### config.mk
export PLATFORM = sky130hd
export DESIGN_NAME = ysyx_22040365_ctrl
export DESIGN_NICKNAME = d
export VERILOG_FILES = /design/src/rtl/ysyx_22040365_ctrl.sv
export SDC_FILE = /design/constraint.sdc
export NUM_CORES = 1
export LEC_CHECK = 0
export BUFFER_PORTS_ARGS = -buffer_cell sky130_fd_sc_hd__buf_2
export CAP_MARGIN = 15
export CORE_ASPECT_RATIO = 1.1
export CORE_MARGIN = 2
export CORE_UTILIZATION = 55
export CTS_CLUSTER_DIAMETER = 60
export CTS_CLUSTER_SIZE = 24
export DETAILED_ROUTE_END_ITERATION = 16
export PLACE_DENSITY = 0.84
export RECOVER_POWER = 100
export SKIP_LAST_GASP = 1
export SLEW_MARGIN = 20
export SYNTH_ARGS = -nofsm -noshare
export SYNTH_HDL_FRONTEND = slang
export SYNTH_SLANG_ARGS = --single-unit
### constraint.sdc
create_clock -name clk -period 4 [get_ports clk]
set_input_delay 0.2 -clock clk [delete_from_list [all_inputs] [get_ports clk]]
set_output_delay 0.2 -clock clk [all_outputs]
set_load 0.05 [all_outputs]
### src/rtl/ysyx_22040365_ctrl.sv
// Multi-cycle instruction control FSM: IDLE -> FETCH -> EXEC -> WB, with terminal HALT (ebreak) and ERR (fetch timeout).
// Latency: ack cycle + 2 per instruction (EXEC, WB); same-cycle ack retires one instruction every 3 cycles.
// Backpressure: FETCH holds ifu_req/ifu_addr stable until ifu_ack; TIMEOUT cycles without ack end in ERR.
module ysyx_22040365_ctrl #(
    parameter logic [63:0] RESET_PC = 64'h0000_0000_8000_0000,
    parameter int          TIMEOUT  = 255
) (
    input  logic        clk,
    input  logic        rst,
    input  logic        start,
    output logic        ifu_req,
    output logic [63:0] ifu_addr,
    input  logic        ifu_ack,
    input  logic [31:0] ifu_rdata,
    output logic [31:0] inst,
    output logic        inst_valid,
    output logic        wb_en,
    output logic [63:0] pc,
    output logic        halt,
    output logic        err,
    output logic [63:0] cycle_cnt,
    output logic [63:0] instret
);

    localparam logic [31:0] EBREAK = 32'h0010_0073;
    localparam int          WW     = (TIMEOUT > 1) ? $clog2(TIMEOUT) : 1;

    typedef enum logic [2:0] {
        S_IDLE  = 3'd0,
        S_FETCH = 3'd1,
        S_EXEC  = 3'd2,
        S_WB    = 3'd3,
        S_HALT  = 3'd4,
        S_ERR   = 3'd5
    } state_t;

    state_t        state;
    state_t        state_nxt;
    logic [WW-1:0] wait_cnt;
    logic          timeout_hit;
    logic          is_ebreak;

    // The no-ack cycle that would bring the count to TIMEOUT is the one that errors out.
    assign timeout_hit = (wait_cnt == WW'(TIMEOUT - 1));
    assign is_ebreak   = (inst == EBREAK);

    always_ff @(posedge clk or negedge rst) begin
        if (!rst) begin
            state <= S_IDLE;
        end else begin
            state <= state_nxt;
        end
    end

    always_comb begin
        state_nxt = state;
        case (state)
            S_IDLE:  if (start) state_nxt = S_FETCH;
            S_FETCH: begin
                if (ifu_ack) begin
                    state_nxt = S_EXEC;
                end else if (timeout_hit) begin
                    state_nxt = S_ERR;
                end
            end
            S_EXEC:  state_nxt = S_WB;
            S_WB:    state_nxt = is_ebreak ? S_HALT : S_FETCH;
            S_HALT:  state_nxt = S_HALT;
            S_ERR:   state_nxt = S_ERR;
            default: state_nxt = S_IDLE;
        endcase
    end

    always_comb begin
        ifu_req    = 1'b0;
        inst_valid = 1'b0;
        wb_en      = 1'b0;
        halt       = 1'b0;
        err        = 1'b0;
        case (state)
            S_FETCH: ifu_req = 1'b1;
            S_EXEC:  inst_valid = 1'b1;
            S_WB: begin
                inst_valid = 1'b1;
                wb_en      = !is_ebreak;
            end
            S_HALT:  halt = 1'b1;
            S_ERR:   err = 1'b1;
            default: ;
        endcase
    end

    assign ifu_addr = pc;

    always_ff @(posedge clk or negedge rst) begin
        if (!rst) begin
            pc        <= RESET_PC;
            inst      <= 32'h0;
            wait_cnt  <= '0;
            cycle_cnt <= 64'h0;
            instret   <= 64'h0;
        end else begin
            if (state == S_FETCH) begin
                if (ifu_ack) begin
                    inst     <= ifu_rdata;
                    wait_cnt <= '0;
                end else if (!timeout_hit) begin
                    wait_cnt <= wait_cnt + 1'b1;
                end else begin
                    wait_cnt <= '0;
                end
            end else begin
                wait_cnt <= '0;
            end

            if (state == S_FETCH || state == S_EXEC || state == S_WB) begin
                cycle_cnt <= cycle_cnt + 64'd1;
            end

            if (state == S_WB) begin
                instret <= instret + 64'd1;
                if (!is_ebreak) begin
                    pc <= pc + 64'd4;
                end
            end
        end
    end

endmodule

Word-level counts from Yosys, hierarchy flattened
Index checks and enable logic that the tools add are counted.
{ "classes": {"add_sub_neg": 4, "eq_ne": 9, "muxes": 13, "bitwise": 1, "n_reduce_logical": 8} }
{ "op_table": {"columns": ["operator", "n"], "rows": [
  ["adder 64 x 1 -> 64 bit, second input constant", 2],
  ["adder 64 x 3 -> 64 bit, second input constant", 1],
  ["equality test 32 x 21 -> 1 bit, second input constant", 1],
  ["2-to-1 mux 8 bit", 3],
  ["case mux 3 bit (6 select lines)", 1],
  ["2-to-1 mux 3 bit", 4],
  ["adder 8 x 1 -> 8 bit, second input constant", 1],
  ["equality test 8 bit, second input constant", 1],
  ["equality test 3 x 2 -> 1 bit, second input constant", 2],
  ["equality test 3 bit, second input constant", 2],
  ["AND reduction 2 bit", 3],
  ["2-to-1 mux 1 bit", 5],
  ["equality test 3 x 1 -> 1 bit, second input constant", 1],
  ["zero test 3 bit", 1],
  ["inequality test 3 bit, second input constant", 1],
  ["logical OR 1 bit", 2],
  ["inequality test 2 bit, second input constant", 1],
  ["OR reduction 2 bit", 1],
  ["zero test 1 bit", 1],
  ["inverter 1 bit", 1]
]} }
{ "totals": {"reg_bits": 235, "inputBits": 36, "output_inout_bits": 293} }

Logic depth before layout (Yosys ltp)
Gate-level depths: netlist of run 1.
{ "depth": {"ltp_word": 4, "ltp_mapped": 7, "ltp_nobuf": 6} }

Worst setup path after synthesis of run 1
Ideal clock, no wire load.
{ "synth_path": {"path_type": "register to register", "startpoint": "register state[1]", "endpoint": "register pc[12], in the netlist ifu_addr[12]", "setup_ps": 145, "arrival_ps": 2827, "required_time_ps": 3855, "setup_slack_ps": 1028, "stages_incl_launch_ff": 8, "n_path_buf": 2, "synth_period_minus_slack_ps": 2972, "path_cell_list": "dfrtp_1 > buf_2 > nor2b_1 > and2_1 > o21a_1 > clkbuf_1 > nand3_1 > xnor2_1"} }
{ "synth_via": {"elab_chain_cells": 2} }
{ "synth_lines": {"columns": ["element", "line", "source"], "rows": [
  ["from (decl)", "37", "state_t state;"],
  ["from (signal assigned)", "51", "state <= state_nxt;"],
  ["equality test 3 x 2 -> 1 bit", "120", "if (state == S_WB) begin"],
  ["AND reduction 2 bit (no line)", null, null],
  ["to (signal assigned)", "123", "pc <= pc + 64'd4;"],
  ["to (decl)", "18", "output logic [63:0] pc,"]
]} }
Every way passes these cells.
A chain may end at the register's enable or synchronous reset.

Worst setup path in the final report of run 1
{ "layout_path": {"startpoint": "register state[1]", "endpoint": "register inst[14]"} }
{ "layout_via": {"elab_chain_cells": 2} }
{ "layout_lines": {"columns": ["element", "line", "source"], "rows": [
  ["equality test 3 x 1 -> 1 bit", "103", "if (state == S_FETCH) begin"],
  ["AND reduction 2 bit (no line)", null, null],
  ["to (signal assigned)", "105", "inst <= ifu_rdata;"],
  ["to (decl)", "15", "output logic [31:0] inst,"]
]} }
Every way passes these cells.

==> results of run 1 <==
## power groups by stage
stage / combinational [W] / clock (W) / sequential [W]
after floorplan: 0.000763 / 0 / 0.00367
after global placement: 0.00198 / 0 / 0.00291
after detailed placement: 0.00200 / 0 / 0.00293
after CTS: 0.00203 / 0.00172 / 0.00289
after global routing: 0.00205 / 0.00181 / 0.00295
final: 0.00194 / 0.00169 / 0.00290
## registers in the layout (all words and copies together), names as in the netlist
signal     cells
cycle_cnt     64
instret       64
ifu_addr      62
inst          32
wait_cnt       8
state          3
## per-layer routing
| metal | GRT usage, % | share of wire [%] | vias up |
|---|---|---|---|
| li1 | - | - | 4177 |
| met3 | 3.96 | 6.3 | 62 |
| met4 | 7.41 | 2.6 | 2 |
| met1 | 32.7 | 40 | 4509 |
| met5 | 0 | 0.046 | - |
| met2 | 45.2 | 51 | 332 |
## metrics by stage
stage          area [um^2]  std cells
3_3_place_gp         12700       1546
4_1_cts              13500       1607
3_5_place_dp         12700       1546
2_1_floorplan        11200       1049
6_report             13100       1607
5_1_grt              13100       1607
## synth_stat cells, types with 2 or more instances
master / instances
dfrtp_1: 232
xor2_1: 97
xnor2_1: 95
nand2_1: 80
nand3_1: 71
buf_4: 67
nand4_1: 67
nor2_1: 61
nor3_1: 58
nor4_1: 36
mux2_2: 33
inv_1: 32
and3_1: 22
and4_1: 16
clkbuf_1: 10
and2_1: 8
buf_2: 6
nor3_2: 6
ha_1: 5
or3_1: 4
and4b_1: 3
a21oi_1: 2
nand2b_1: 2
nor4b_1: 2
o2111ai_1: 2
o211ai_1: 2
or3_4: 2
or4_1: 2
or4_4: 2
## cells in the final DEF (no fill, tap or decap), types with 2 or more instances in the layout
master	netlist	layout
and4b_1	3	3
o211ai_1	2	2
nor3_1	58	64
o2111ai_1	2	2
clkbuf_1	10	296
nor4_1	36	38
inv_6	0	2
or3_1	4	6
clkbuf_8	0	3
nor2_1	61	61
dlygate4sd3_1	0	33
inv_1	32	32
conb_1	1	4
and3_1	22	22
ha_1	5	5
and2_1	8	5
nor4b_1	2	2
nand3_1	71	71
nand4_1	67	67
mux2_2	33	32
nand2_1	80	80
or4_1	2	4
and4_1	16	16
dfrtp_1	232	232
buf_2	6	34
nand2b_1	2	2
clkbuf_16	0	17
a21oi_1	2	2
xor2_1	97	97
and2_0	0	3
xnor2_1	95	95
## path summary, 6_finish.rpt
kind	start	end	slack, ps
hold reg to reg	cycle_cnt[63]$_DFFE_PN0P_	cycle_cnt[63]$_DFFE_PN0P_	470
setup reg to reg	state[1]$_DFFE_PN0P_	inst[14]$_DFFE_PN0P_	1110
min in group asynchronous	rst	cycle_cnt[47]$_DFFE_PN0P_	420
max in group asynchronous	rst	inst[26]$_DFFE_PN0P_	1620
hold / removal	ifu_ack	state[1]$_DFFE_PN0P_	100
setup / recovery	state[1]$_DFFE_PN0P_	inst[14]$_DFFE_PN0P_	1110
## kinds of logic after synthesis
kind of cell             Yosys count  share of synthesized area (%)
other                              1                         0.0334
multiplexers                      34                           3.40
XOR/XNOR                         193                           15.1
adder cells (fa/ha/maj)            5                          0.557
buffers and inverters            117                           6.28
flip-flops                       233                           51.9
AO/OA/AOI/OAI                     13                          0.980
AND/OR/NAND/NOR                  450                           21.7
## critical path, stage by stage, from the launching register on
cell and delay (ps):
dfrtp_1 490, nand2b_1 240, nor2_1 190, and2_0 180, clkbuf_1 1220, mux2_2 450
## final cells by class
cell class	count	area (um^2)	share of cell area (%)
tap	252	315	2.42
inverter	32	120	0.920
sequential	233	5830	44.7
clock buffer	22	474	3.63
clock inverter	6	50.0	0.383
timing repair buffer	363	1640	12.6
multi-input combinational	699	4620	35.4
## what timing repair did
item,in CTS,in global routing
setup buffers,0,0
resized for setup,0,0
endpoints found under the hold margin,160,0
hold buffers,33,0
==> impl_metrics.py, run 1 <==
metrics = {
    "outcome": {
        "status": "finished, violations left",
        "violations": "capacitance limit, slew limit",
    },
    "setup_path": {
        "critPathKind": "reg -> reg",
        "cp.required_ps": 4370,
        "worstPathMaxFanout": 32,
        "r2r_cells": 5,
        "end_kind": "flip-flop",
        "start_kind": "flip-flop",
        "critPathArrivalTime_ps": 3260,
    },
    "die": {
        "io_pins": 329,
        "fp.coreArea_um2": 19900,
        "dieWidth_um": 140,
        "rows": 54,
        "start_util_pct": 56.3,
        "die_h_um": 154,
        "die_area_um2": 21600,
    },
    "route": {
        "route.vias.total": 9082,
        "via_per_inst": 5.65,
        "detail_route.iter0.violations": 607,
        "wl_per_cell_um": 17.6,
        "drt_wl_total_mm": 28.3,
        "ant_nets": 0,
        "dr.pass1.iters": 5,
        "drcViolationCount": 0,
    },
    "placed_design": {
        "routabilityCongestion": 0.830,
        "hpwl_mm": 20.0,
        "dpl_worst_slack_ps": 1470,
        "io_buffers": 324,
    },
    "clock_network": {
        "clockBufferDepth": 3,
        "worstSkewPairLatency_ps": 480,
        "cts_htree_levels": 1,
        "cts.sinks": 233,
        "cts_tree": "built",
        "numCtsBuffers": 16,
        "root_buffer": "clkbuf_16",
        "clkTransAtPathRegs_ps": 80,
    },
    "grt": {
        "grt-ovfl-total": 0,
        "grt_start_max_net_pins": 133,
        "grt_usage_pct": 25.6,
        "antenna_found_initial": 1,
        "grt_first_pass_wirelength_mm": 45.5,
        "grt_pass1_vias": 8927,
    },
    "layout": {
        "fillCellCount": 1701,
        "layout-drive-gt1-share_pct": 7.23,
        "antennaDiodeCount": 0,
        "syn2layout_area_growth_pct": 16.2,
        "nets": 1386,
        "fin_util_pct": 65.5,
    },
    "timing": {
        "relSlewSlack_pct": -12.3,
        "fin_skew_ps": 14.6,
        "fin_setup_tns_ps": 0,
        "worst_pin_slew_ps": 1680,
        "holdWs_ps": 101,
        "setup_viol": 0,
        "finalMaxSlewViolations": 33,
        "finalWorstSetupSlack_ps": 1110,
        "fin_crit_ps": 2890,
        "fmax_ghz": 0.347,
        "min_period_over_period_pct": 72.1,
        "hold_viol_final": 0,
        "rsz0062_at_grt": "no",
    },
    "synth": {
        "async_flop_share_pct": 100,
        "ys_top_cells_by_area": "dfrtp_1 (52%), xor2_1 (7.6%), xnor2_1 (7.4%)",
        "synth_edf_count": 0,
        "synth_area_um2": 11200,
        "synth_top_cell_area_share_pct": 51.7,
        "ys_warn_count": 0,
        "yosys_register_bits": 233,
        "seq_area_frac_synth_pct": 51.9,
        "syn_area_per_cell_um2": 10.7,
        "synthCells": 1046,
        "yosys_most_used_dff": "dfrtp_1",
        "synth_top_cell_by_area": "dfrtp_1",
        "synth_cell_type_count": 50,
    },
    "pwr": {
        "total_leakage_power_nw": 5.76,
        "p_sw_share_pct": 39.8,
        "intPower_w": 0.00393,
        "ir_worst_vdd_mv": 0.639,
        "p_seq_share_pct": 44.4,
        "power_frac_clock_pct": 25.9,
        "power.density_nw_per_um2": 501,
        "p_switching_w": 0.00260,
        "fin_total_pwr_w": 0.00654,
        "pwr-share-comb_pct": 29.7,
    },
    "hold_path": {
        "holdCritPathClass": "in -> reg",
        "whs_path_depth": 3,
    },
    "run": {
        "drv_cap": 1,
    },
}
No activity file was read; power rests on OpenSTA's default activity.
==> run 2: changes to the inputs <==
- CORE_UTILIZATION: 55 -> 52
- PLACE_DENSITY: 0.84 -> 0.8
- clock period: 4 -> 2.8 ns (I/O delays scaled with it)
==> run 2 against run 1 <==
  * The run still ends with capacitance limit, slew limit left
  * Non-clock buffer count increased by 8
  * Core utilization decreased by 3.5 points
  * First-iteration DRC count decreased by 29%
  * Clock skew increased by 14 ps
  * Design area increased by 0.79%
  * Critical path type is now reg -> out
  * Largest cell class unchanged
==> impl_metrics.py, run 2 (synthesis gave the netlist of run 1 again) <==
metrics = {
    "outcome": {
        "status": "finished, violations left",
        "violations": "capacitance limit, slew limit",
    },
    "die": {
        "fp.coreArea_um2": 21200,
        "io_pins": 329,
        "dieWidth_um": 144,
        "rows": 56,
        "die_area_um2": 22800,
        "die_h_um": 158,
        "start_util_pct": 52.9,
    },
    "timing": {
        "fin_setup_tns_ps": 0,
        "rsz0062_at_grt": "no",
        "fin_crit_ps": 2730,
        "fin_skew_ps": 28.8,
        "min_period_over_period_pct": 97.3,
        "fmax_ghz": 0.367,
        "setup_viol": 0,
        "finalMaxSlewViolations": 65,
        "hold_viol_final": 0,
        "relSlewSlack_pct": -6.03,
        "worst_pin_slew_ps": 1590,
    },
    "setup_path": {
        "cp.required_ps": 2660,
        "critPathArrivalTime_ps": 2590,
        "critPathBufInv": 1,
        "cp_top_family": "simple AND/OR/NAND/NOR gates",
        "worstPathMaxFanout": 16,
        "end_kind": "output pin",
        "critPathKind": "reg -> out",
        "r2r_setup_slack_ps": 280,
        "cp_cell_sequence": "nor4bb_1 > nand4_1 > o21a_2 > clkbuf_2",
        "start_kind": "flip-flop",
        "cpPeakStageDelay_ps": 490,
        "crit_slowest_cell": "o21a_2",
    },
    "clock_network": {
        "cts_htree_levels": 1,
        "numCtsBuffers": 16,
        "cts_tree": "built",
        "worstSkewPairLatency_ps": 500,
        "cts.sinks": 233,
        "clockBufferDepth": 3,
        "root_buffer": "clkbuf_16",
        "clkTransAtPathRegs_ps": 90,
    },
    "grt": {
        "grt_usage_pct": 25.0,
        "antenna_found_initial": 0,
        "grt_pass1_vias": 8822,
        "grt-ovfl-total": 0,
        "grt_first_pass_wirelength_mm": 45.6,
        "grt_start_max_net_pins": 65,
    },
    "placed_design": {
        "routabilityCongestion": 0.862,
        "io_buffers": 324,
        "hpwl_mm": 20.0,
        "dp.cells": 1591,
    },
    "layout": {
        "nets": 1394,
        "antennaDiodeCount": 0,
        "syn2layout_area_growth_pct": 17.2,
        "mostFrequentLayoutCells": "clkbuf_1 (292), dfrtp_1 (232), xor2_1 (97)",
        "layout-drive-gt1-share_pct": 8.08,
        "fin_cells": 1651,
        "final_common_cell": "clkbuf_1",
    },
    "route": {
        "route.vias.total": 9019,
        "wl_per_cell_um": 17.4,
        "via_per_inst": 5.46,
        "drt_wl_total_mm": 28.7,
        "dr.pass1.iters": 4,
        "drcViolationCount": 0,
        "detail_route.iter0.violations": 429,
        "ant_nets": 0,
    },
    "run": {
        "drv_cap": 1,
    },
    "pwr": {
        "power.density_nw_per_um2": 716,
        "ir_worst_vdd_mv": 0.836,
        "total_leakage_power_nw": 5.80,
    },
    "hold_path": {
        "holdCritPathClass": "in -> reg",
    },
}
-- run 2: repair_timing --
action                                  in CTS  in global routing
endpoints found under the hold margin       93                  0
endpoints found under the setup margin       0                  1
setup buffers                                0                  0
hold buffers                                34                  0
resized for setup                            0                  1
-- run 2: per-stage QoR --
| step | instance area [um^2] | hold slack [ps] | total power (W) | utilization (%) | setup WS (ps) |
|---|---|---|---|---|---|
| after floorplan | 11200 | -156 | 0.00633 | - | 122 |
| after global placement | 12800 | 128 | 0.00699 | 60.2 | 504 |
| after detailed placement | 12800 | 126 | 0.00705 | 60.2 | 456 |
| after CTS | 13700 | 20.3 | 0.00959 | 64.3 | 64.3 |
| after global routing | 13200 | 58.9 | 0.00983 | 62.0 | 37.8 |
| final | 13200 | 42.9 | 0.00942 | 62.0 | 74.5 |
-- run 2: layer usage --
metal	GRT usage, %	wire (um)	vias up
met3	3.42	1620	54
met1	32.3	11700	4432
met4	7.38	769	0
met2	43.7	14600	339
met5	0	0	-
li1	-	-	4194
-- run 2: cell type report --
class	instances	area, um^2
flip-flops and latches	233	5830
inverters	32	120
clock buffers	18	429
well taps	290	363
clock inverters	8	106
fillers	1860	8070
repair buffers	371	1680
multi-input cells	699	4630
-- run 2: worst paths after layout --
path                                           startpoint                        end  depth (start not counted)
worst max register to register       state[1]$_DFFE_PN0P_  cycle_cnt[19]$_DFFE_PN0P_                          5
worst min register to register  cycle_cnt[63]$_DFFE_PN0P_  cycle_cnt[63]$_DFFE_PN0P_                          1
max in group asynchronous                             rst   ifu_addr[20]$_DFFE_PN0P_                          3
worst max-delay path                  inst[2]$_DFFE_PN0P_                      wb_en                          4
worst min-delay path                                start       state[0]$_DFFE_PN0P_                          4
min in group asynchronous                             rst  cycle_cnt[38]$_DFFE_PN0P_                          2
-- run 2: worst register-to-register path: cells and delay by family (launching register included) --
family | cells | cell delay, ps
xor gates and xnor gates | 1 | 150
DFF | 1 | 530
AOI/OAI and AO/OA | 1 | 240
and+or+nand+nor | 3 | 1500
-- run 2: power breakdown --
part           internal, W  switching, W
Combinational     0.000669       0.00212
Clock              0.00125       0.00123
Sequential         0.00373      0.000426
